==> src/rtl/serial_subtractor_pkg.sv <==
// Shared definitions for the bit-serial subtractor: state encoding,
// default operand width and the full-adder carry function.
package serial_subtractor_pkg;

  localparam int DEFAULT_WIDTH = 8;

  typedef enum logic [1:0] {
    S_IDLE  = 2'd0,
    S_SHIFT = 2'd1,
    S_DONE  = 2'd2
  } state_e;

  // Majority of three inputs: the carry out of a full adder.
  function automatic logic maj3(input logic x, input logic y, input logic z);
    return (x & y) | (x & z) | (y & z);
  endfunction

endpackage

==> src/rtl/serial_subtractor_if.sv <==
// Start/done handshake bundle between the lab top level and the serial
// subtractor. The current FSM state is carried alongside for observation.
//
// Handshake: the master raises start with a and b valid. start is accepted
// only while the subtractor is idle (busy=0, done=0). Once it is accepted,
// busy stays high while the bits are processed and done pulses for one
// cycle when diff/borrow/ovf become valid. The results then hold until the
// next accepted start. start seen while busy or done is dropped, not queued.
interface serial_subtractor_if
  import serial_subtractor_pkg::*;
#(
  parameter int WIDTH = DEFAULT_WIDTH
);

  logic             start;
  logic [WIDTH-1:0] a;
  logic [WIDTH-1:0] b;
  logic             busy;
  logic             done;
  logic [WIDTH-1:0] diff;
  logic             borrow;
  logic             ovf;
  state_e           state;

  modport master (
    output start, a, b,
    input  busy, done, diff, borrow, ovf, state
  );

  modport slave (
    input  start, a, b,
    output busy, done, diff, borrow, ovf, state
  );

endinterface

==> src/rtl/serial_subtractor_fa_cell.sv <==
// Single-bit full adder used as the arithmetic core of the serial subtractor.
module fa_cell
  import serial_subtractor_pkg::*;
(
  output logic s,
  output logic cout,
  input  logic x,
  input  logic y,
  input  logic cin
);

  // Purely combinational sum and carry.
  always_comb begin
    s    = x ^ y ^ cin;
    cout = maj3(x, y, cin);
  end

endmodule

==> src/rtl/serial_subtractor.sv <==
// Bit-serial two's-complement subtractor. It computes a - b as a + ~b + 1,
// one bit per clock with the LSB first, through a single full-adder cell.
// The carry register starts at 1 and supplies the +1.
module serial_subtractor
  import serial_subtractor_pkg::*;
#(
  parameter int WIDTH = DEFAULT_WIDTH
)(
  input  logic                clk,
  input  logic                rst,
  serial_subtractor_if.slave  bus
);

  localparam int CW = (WIDTH > 1) ? $clog2(WIDTH) : 1;
  localparam logic [CW-1:0] LAST_BIT = CW'(WIDTH - 1);

  state_e           state;
  state_e           state_next;
  logic [WIDTH-1:0] a_sh;
  logic [WIDTH-1:0] b_sh;
  logic [WIDTH-1:0] diff_q;
  logic             carry;
  logic             borrow_q;
  logic             ovf_q;
  logic [CW-1:0]    cnt;
  logic             sum;
  logic             cout;
  logic             b_inv;

  assign b_inv = ~b_sh[0];

  fa_cell u_fa (
    .s    (sum),
    .cout (cout),
    .x    (a_sh[0]),
    .y    (b_inv),
    .cin  (carry)
  );

  // State register.
  always_ff @(posedge clk) begin
    if (rst) state <= S_IDLE;
    else     state <= state_next;
  end

  // Next-state logic and status outputs.
  always_comb begin
    state_next = state;
    bus.busy   = 1'b0;
    bus.done   = 1'b0;
    case (state)
      S_IDLE:  if (bus.start) state_next = S_SHIFT;
      S_SHIFT: begin
        bus.busy = 1'b1;
        if (cnt == LAST_BIT) state_next = S_DONE;
      end
      S_DONE: begin
        bus.done   = 1'b1;
        state_next = S_IDLE;
      end
      default: state_next = S_IDLE;
    endcase
  end

  // Operand capture, one bit of subtraction per SHIFT cycle, and the flags
  // taken from the MSB step.
  always_ff @(posedge clk) begin
    if (rst) begin
      a_sh     <= '0;
      b_sh     <= '0;
      diff_q   <= '0;
      carry    <= 1'b0;
      borrow_q <= 1'b0;
      ovf_q    <= 1'b0;
      cnt      <= '0;
    end else begin
      case (state)
        S_IDLE: begin
          if (bus.start) begin
            a_sh     <= bus.a;
            b_sh     <= bus.b;
            carry    <= 1'b1;
            cnt      <= '0;
            diff_q   <= '0;
            borrow_q <= 1'b0;
            ovf_q    <= 1'b0;
          end
        end
        S_SHIFT: begin
          a_sh   <= a_sh >> 1;
          b_sh   <= b_sh >> 1;
          carry  <= cout;
          diff_q <= {sum, diff_q[WIDTH-1:1]};
          if (cnt == LAST_BIT) begin
            // Here carry holds the carry into the MSB.
            borrow_q <= ~cout;
            ovf_q    <= carry ^ cout;
          end else begin
            cnt <= cnt + CW'(1);
          end
        end
        default: ;
      endcase
    end
  end

  // Result outputs.
  always_comb begin
    bus.diff   = diff_q;
    bus.borrow = borrow_q;
    bus.ovf    = ovf_q;
    bus.state  = state;
  end

endmodule

==> src/flat_wrapper.sv <==
// flat-port wrapper written by rule: the top's interface ports become plain ports
module serial_subtractor_flat import serial_subtractor_pkg::*;
#(
  parameter int WIDTH = DEFAULT_WIDTH
)
  (clk, rst, bus_start, bus_a, bus_b, bus_busy, bus_done, bus_diff, bus_borrow, bus_ovf, bus_state);
  serial_subtractor_if #(.WIDTH(WIDTH)) bus_i ();
  input  logic clk;
  input  logic rst;
  input wire logic [$bits(bus_i.start)-1:0] bus_start;
  input wire logic [$bits(bus_i.a)-1:0] bus_a;
  input wire logic [$bits(bus_i.b)-1:0] bus_b;
  output wire logic [$bits(bus_i.busy)-1:0] bus_busy;
  output wire logic [$bits(bus_i.done)-1:0] bus_done;
  output wire logic [$bits(bus_i.diff)-1:0] bus_diff;
  output wire logic [$bits(bus_i.borrow)-1:0] bus_borrow;
  output wire logic [$bits(bus_i.ovf)-1:0] bus_ovf;
  output wire logic [$bits(bus_i.state)-1:0] bus_state;
  assign bus_i.start = bus_start;
  assign bus_i.a = bus_a;
  assign bus_i.b = bus_b;
  assign bus_busy = bus_i.busy;
  assign bus_done = bus_i.done;
  assign bus_diff = bus_i.diff;
  assign bus_borrow = bus_i.borrow;
  assign bus_ovf = bus_i.ovf;
  assign bus_state = bus_i.state;
  serial_subtractor #(.WIDTH(WIDTH)) u_core (.clk(clk), .rst(rst), .bus(bus_i));
endmodule
==> config.mk <==
export PLATFORM = sky130hd
export DESIGN_NAME = serial_subtractor_flat
export DESIGN_NICKNAME = d
export VERILOG_FILES = /design/src/rtl/serial_subtractor_pkg.sv /design/src/rtl/serial_subtractor_if.sv /design/src/rtl/serial_subtractor_fa_cell.sv /design/src/rtl/serial_subtractor.sv /design/src/flat_wrapper.sv
export SDC_FILE = /design/constraint.sdc
export NUM_CORES = 1
export LEC_CHECK = 0
export CAP_MARGIN = 15
export CORE_UTILIZATION = 30
export DETAILED_ROUTE_END_ITERATION = 12
export PLACE_DENSITY = 0.55
export SLEW_MARGIN = 20
export SYNTH_ARGS = -nofsm -noshare
export SYNTH_HDL_FRONTEND = slang
export SYNTH_SLANG_ARGS = --single-unit
==> constraint.sdc <==
create_clock -name clk -period 4.2 [get_ports clk]
set_input_delay 0.84 -clock clk [delete_from_list [all_inputs] [get_ports clk]]
set_output_delay 0.84 -clock clk [all_outputs]
set_load 0.01 [all_outputs]
Word level (Yosys, flattened, before mapping)
Cells that the tools add are included.

word-level totals
  bits in registers = 32
  input bits = 19
  output and inout port bits = 14

cells by class
  add/subtract/negate cells = 1
  equal/unequal tests = 6
  multiplexer cells = 21
  bitwise gates (word level) = 10
  reduce and logical (&&, ||, !) cells = 6

operators with widths
  cell                   count
  $pmux W8 S2            3
  $mux W8                3
  $mux W1                6
  $mux W3                2
  $pmux W1 S2            3
  $pmux W3 S2            1
  $reduce_and A3 Y1      2
  $mux W2                2
  $ne A2 B2 Y1 const B   2
  $pmux W2 S2            1
  $reduce_and A2 Y1      2
  $add A3 B1 Y3 const B  1
  $and A1 B1 Y1          3
  $eq A3 B3 Y1 const B   1
  $xor A1 B1 Y1          3
  $eq A2 B1 Y1 const B   1
  $eq A2 B2 Y1 const B   1
  $logic_not A2 Y1       1
  $ne A2 B1 Y1 const B   1
  $not A1 Y1             2
  $or A1 B1 Y1           2
  $reduce_bool A2 Y1     1

Depth between registers and ports, before layout
Gate-level depths: netlist of the first run.

  word-level depth = 7
  gate-level depth with buffers = 7
  depth with buffers taken out = 5

Cells and area by module
From an unflattened synthesis of the first run, not the netlist that was laid out.

unflattened totals
  cells, all modules = 146
  area, all modules = 1508.9 um^2

by module, submodules not included
  module             instances  cells each  area an instance (um^2)  sequential area each (um^2)
  serial_subtractor  1          145         1488.9                   640.6
  fa_cell            1          1           20.0                     0.0

Worst setup path after synthesis of the first run
Ideal clock, no wire load.

  path kind = flip-flop to output port
  start point = register u_core.state[0] (netlist: u_core.bus.state[0])
  end point = output port bus_busy
  data arrival time = 1.031 ns
  required time = 3.360 ns
  setup slack = 2.329 ns
  cell stages (with the launch flop) = 6
  cell sequence = dfxtp_1 -> buf_2 -> nand2b_4 -> buf_6 -> inv_2 -> buf_2

between the ends
  cells in the longest elaborated chain, start to end = 2

RTL lines
  element                 RTL line                 RTL
  start, declared         serial_subtractor.sv:17  state_e state;
  start signal, assigned  serial_subtractor.sv:43  else state <= state_next;
  $eq A2 B1 Y1            serial_subtractor.sv:51  case (state)
  $mux W1                 serial_subtractor.sv:51
  end, declared           flat_wrapper.sv:13       output wire logic [$bits(bus_i.busy)-1:0] bus_busy;

Every way passes these cells.

Worst setup path after layout of the first run
Ends and elaborated chain as after synthesis.

==> impl_results.md, run 1 <==
* Number of remaining DRC errors at 7
* Clock buffer depth at 2
* Slowest CP cell: clkdlybuf4s50_1
* Post-synth ARST share at 0%
* Sequential power share at 46.5%
* Drt first-iter violations at 53
* Gate power share at 13.7%
* Hold Buf Count CTS at 0
* Grt ovf at 0
* Hold path depth at 2
* Hold Crit Class: flip-flop to flip-flop
* Internal power at 0.546 mW
* Fin crit share at 68.1%
* Largest net degree at the start of global routing at 37
* Skew final at 0.00541 ns
* Clock slew at reported path FFs at 0.07 ns
* R2R Setup Slk at 2.56 ns
* Slowest cell delay on critical path at 0.62 ns
* Antenna viol nets, final at 0
* Via count at 1226
* Clk root buf: clkbuf_8
* Max_cap viols at 0
* Layout cells sized above 1 at 6.81%
* Sequential element share of the synthesized area at 45.5%
* Area after DPL at 0.00174 sq mm
* DIE AREA at 0.00497 sq mm
* Resize count post-CTS at 0
* PortBufs at 32
* Layout net count at 213
* CP Class: flip-flop to output pin
* Diode count at 0
* RD Place Congestion at 0.755
* Outcome: finished, violations left
* Sw frac at 24.1%
* Total track usage at 13.4%
* Worst Tran Pin Value at 0.461 ns
* Antenna violations before repair at 0
* Slew HR at 69.3%
* Synth top area share at 45.5%
* Crit end category: output pin
* Pre-Repair DR Iteration Count at 9
* Die width at 70.5 um
* Most Crowded Layer GR: met2
* I/O pin cnt at 33
* Final-report hold violation count at 0
* Final Cell Area at 0.00185 sq mm
* Yosys top cell by area: dfxtp_1
* First-pass GRT wire length at 5200 um
* Mapped Area at 0.00141 sq mm
* Cells along the critical path: nand2b_4 -> inv_2 -> clkdlybuf4s50_1
* Net Sw Power at 0.174 mW
* Max VDD drop at 0.000139 V
* Routed WL at 3090 um
* H-tree depth at 2
* Setup crit start kind: flip-flop
* Total CTS buffers at 5
* Hold Path Origin: u_core.bus.ovf
* Fin. max-slew vios at 0
* Synth top area cells: dfxtp_1, a211oi_1, nor2_1
* Crit-path max FO at 26
* Top_reg_cell synth: dfxtp_1
* CTS tree: yes
* Post-Layout Cell Count at 243
* Unique masters post-synth at 30
* GR Util met3 at 5.77%
* HPWL after DPL at 2030 um
* Final setup TNS at 0 ns
* Worst r2r dst: u_core.cnt[2]
* CP Data Arrival Time at 2.02 ns
* Fillers at 451
* WL/cell at 12.7 um
* R2r startpoint: u_core.cnt[0]
* Initial core utilization at 31.7%
* Core area at 0.00444 sq mm
* Cells after synthesis at 162
* Worst R2R Path Depth at 5
* Power density over cell area at 390 mW/mm^2
* Hold worst-path end: u_core.bus.ovf
* Vias per cell at 5.05
* Number of enable flip-flop cells after synthesis at 0
* CP startpoint: u_core.bus.state[0]
* Synth Area per Inst at 8.69 sq um
* GR Util met1 at 18.3%
* Post-CTS Setup Bufs at 0
* Max Clk Rate at 0.349 GHz
* Die Span Y at 70.5 um
* Met2 Usage GRT at 18.8%
* Leakage power figure at 0.701 nW
* Violated checks: DRC
* Worst-skew pair later-pin latency at 0.28 ns
* RSZ-0062 raised after global routing: no
* Num rows at 24
* YS warnings at 0
* Final setup viols at 0
* Clock power frac at 39.8%
* Final Critical Period at 2.86 ns
* Placed cells at 235
* WP data required at 3.36 ns
* Number of global-route vias before repair at 1095
* Yosys reg bits at 32
* Clock Sinks at 32
* Synthesis-to-layout area growth at 31.1%
* Post-Syn Nets at 185
## state kept, by name, indices dropped and copies added (netlist names)
register,cells
u_core.bus.diff,8
u_core.a_sh,8
u_core.carry,1
u_core.bus.state,2
u_core.cnt,3
u_core.b_sh,8
u_core.bus.ovf,1
u_core.bus.borrow,1
## cells in the final DEF, fill, tap and decap left out, types with 2 or more instances in the layout
cell type        synthesis  routed
clkdlybuf4s50_1          0      32
dfxtp_1                 32      32
nor2_1                  23      23
nand2_1                 18      18
a21oi_1                 17      17
a211oi_1                12      12
a22oi_1                  8       8
nor2b_1                  5       5
nand2b_1                 5       5
clkbuf_8                 0       5
nand3b_1                 4       4
mux2i_1                  3       3
ha_1                     3       3
o22ai_1                  2       2
o21ai_0                  2       2
or4_1                    2       2
buf_4                    0       2
## cell type report
cell class                 count  area [sq um]  area share (%)
multi-input combinational    115           689            37.4
sequential                    32           641            34.7
timing repair buffer          34           335            18.2
clock buffer                   6          72.6            3.93
tap                           52          65.1            3.53
clock inverter                 2          35.0            1.90
inverter                       2          7.51           0.407
## worst max-delay path: cells and delay by family, from the launching register on
family	cells	cell delay, ns
buffers and inverters	2	1.00
DFF	1	0.53
and+or+nand+nor	1	0.20
## kinds of logic after synthesis
| group | count (synthesis) | synth area share (%) |
|---|---|---|
| and+or+nand+nor | 61 | 20.9 |
| AOI/OAI and AO/OA | 46 | 21.2 |
| DFF | 32 | 45.5 |
| buffers and inverters | 15 | 5.51 |
| adders and majority gates | 4 | 4.09 |
| muxes | 3 | 2.13 |
| xor gates and xnor gates | 1 | 0.622 |
## metal layers
layer	vias up	wire length, um
li1	618	-
met1	566	1520
met2	38	1340
met3	4	204
met4	0	32
met5	-	0
## power by group through the flow
stage / Sequential (mW) / Combinational (mW) / Clock (mW)
finish: 0.334 / 0.0988 / 0.286
global route: 0.336 / 0.110 / 0.316
CTS: 0.334 / 0.100 / 0.294
detailed placement: 0.341 / 0.0997 / 0
global placement: 0.340 / 0.0978 / 0
floorplan: 0.338 / 0.0664 / 0
## through the flow
step / power [mW] / setup WS, ns / hold slack (ns) / utilization (%)
floorplan: 0.404 / 2.33 / 0.452 / -
global placement: 0.438 / 1.65 / 0.468 / 39.1
detailed placement: 0.441 / 1.61 / 0.474 / 39.1
CTS: 0.728 / 1.30 / 0.482 / 41.5
global route: 0.762 / 1.18 / 0.511 / 41.5
finish: 0.719 / 1.34 / 0.483 / 41.5
## cells in the mapped netlist, types with 3 or more instances
library cell and n:
clkbuf_1 6, a22oi_1 8, nor2_1 23, a211oi_1 12
dfxtp_1 32, nand2b_1 5, nand2_1 18, nand3b_1 4
buf_2 5, nor2b_1 5, ha_1 3, a21oi_1 17
mux2i_1 3
## worst max-delay path by stage
stage                     cells after the start  slack (ns)       end
after detailed placement                      3        1.61  bus_busy
after CTS                                     3        1.30  bus_busy
after global placement                        3        1.65  bus_busy
after floorplan                               5        2.33  bus_busy
after global routing                          3        1.18  bus_busy
final                                         3        1.34  bus_busy
(Power assumes the default switching activity.)
==> inputs of run 2 (changes only) <==
PLACE_DENSITY = 0.57   (was 0.55)
clock period = 2.32 ns   (was 4.2 ns; I/O delays follow)
==> run 2 against run 1 <==
Sequential cell count is the same. Core utilization grew 0.76 points. The run still ends with DRC left. Die area unchanged. Critical path depth is the same.
==> impl_results.md, run 2 (synthesis results as in run 1) <==
* Clock slew at reported path FFs at 0.07 ns
* Num rows at 24
* HPWL after DPL at 2010 um
* First-pass GRT wire length at 5200 um
* Number of global-route vias before repair at 1171
* Antenna viol nets, final at 0
* RD Place Congestion at 0.712
* Clock Sinks at 32
* Worst r2r dst: u_core.b_sh[0]
* Drt first-iter violations at 98
* PortBufs at 32
* Register area at 641 sq um
* Slew HR at 71.2%
* Die width at 70.5 um
* Hold Crit Class: flip-flop to flip-flop
* Max Clk Rate at 0.467 GHz
* Diode count at 0
* CP Data Arrival Time at 1.68 ns
* Placed cells at 237
* WL/cell at 12.4 um
* H-tree depth at 2
* Fin crit share at 92.3%
* Initial core utilization at 31.7%
* Slowest cell delay on critical path at 0.56 ns
* Largest net degree at the start of global routing at 26
* Crit end category: output pin
* Layout net count at 215
* R2R Setup Slk at 0.68 ns
* Post-Layout Cell Count at 245
* Pre-Repair DR Iteration Count at 8
* Worst Tran Pin Value at 0.432 ns
* Top cell family by delay on the critical path: buffers and inverters
* Final setup TNS at 0 ns
* Fin. max-slew vios at 0
* Worst R2R Path Depth at 5
* Final-report hold violation count at 0
* Multi-input logic area at 689 sq um
* Final Cell Area at 0.00188 sq mm
* Cells along the critical path: nand2b_4 -> inv_2 -> clkdlybuf4s50_1
* Post-layout util at 42.3%
* Layout cells sized above 1 at 8.29%
* Crit-path max FO at 19
* WP buf/inv at 2
* Worst-skew pair later-pin latency at 0.28 ns
* WP data required at 1.86 ns
* Core area at 0.00444 sq mm
* Clock buffer depth at 2
* Clk root buf: clkbuf_8
* Number of remaining DRC errors at 2
* Max VDD drop at 0.000402 V
* CTS tree: yes
* Skew final at 0.00162 ns
* I/O pin cnt at 33
* RSZ-0062 raised after global routing: no
* Total CTS buffers at 5
* Resize count post-CTS at 0
* Power density over cell area at 725 mW/mm^2
* Routed WL at 3030 um
* Final setup viols at 0
* CP startpoint: u_core.bus.state[0]
* Hold Buf Count CTS at 0
* Die Span Y at 70.5 um
* Violated checks: DRC
* Crit path to: bus_busy
* CP Class: flip-flop to output pin
* Max_cap viols at 0
* Leakage power figure at 0.720 nW
* Most frequent cells in the layout: clkdlybuf4s50_1, dfxtp_1, nor2_1, nand2_1, a21oi_1
* Grt ovf at 0
* Final Critical Period at 2.14 ns
* Outcome: finished, violations left
* Area after DPL at 0.00175 sq mm
* Via count at 1230
* Post-CTS Setup Bufs at 0
* WP depth at 3
* Synthesis-to-layout area growth at 33.5%
* DIE AREA at 0.00497 sq mm
* Antenna violations before repair at 0
* Setup crit start kind: flip-flop
* Slowest CP cell: dfxtp_1
* Fillers at 457
* R2r startpoint: u_core.bus.state[0]
* Vias per cell at 5.02
* Total track usage at 13.2%
[run 2: routing by layer]
layer  wire, um  GRT usage [%]
met5          0              0
met4         33           4.08
met3        159           4.91
met2       1430           22.2
met1       1400           15.5
[run 2: how the worst min path moves through the flow]
stage / cells after the start / from / endpoint / slack (ns)
after floorplan: 2 / u_core.cnt[1] / u_core.cnt[1] / 0.45
after global placement: 2 / u_core.cnt[1] / u_core.cnt[1] / 0.46
after detailed placement: 2 / u_core.b_sh[4] / u_core.b_sh[3] / 0.48
after CTS: 2 / u_core.b_sh[4] / u_core.b_sh[3] / 0.49
after global routing: 2 / u_core.bus.ovf / u_core.bus.ovf / 0.51
final: 2 / u_core.b_sh[4] / u_core.b_sh[3] / 0.48
[run 2: worst min-delay path: stages, from the launching register on]
cell      delay (ns)
dfxtp_1         0.31
nand2_1         0.05
a311oi_1        0.07
[run 2: power breakdown]
group	switching [mW]	internal, mW
sequential	0.0233	0.582
clock	0.198	0.379
combinational	0.0903	0.0897
total	0.312	1.05
[run 2: final cells by class]
type,count,share of cell area [%]
multi-input combinational,115,36.7
inverter,2,0.399
timing repair buffer,36,18.6
clock buffer,7,5.13
tap,52,3.46
sequential,32,34.1
clock inverter,1,1.60
[run 2: metrics by stage]
step	hold WS (ns)	total power, mW	worst slack [ns]
6_report	0.484	1.36	0.177
5_1_grt	0.508	1.43	0.0444
4_1_cts	0.488	1.38	0.156
3_5_place_dp	0.478	0.799	0.389
3_3_place_gp	0.464	0.795	0.493
2_1_floorplan	0.452	0.731	0.825
==> inputs of run 3 (changes only) <==
CTS_CLUSTER_SIZE = 12   (was not set)
==> results of run 3 <==
Same layout as run 2: the final DEF is identical, and so are final timing and power.
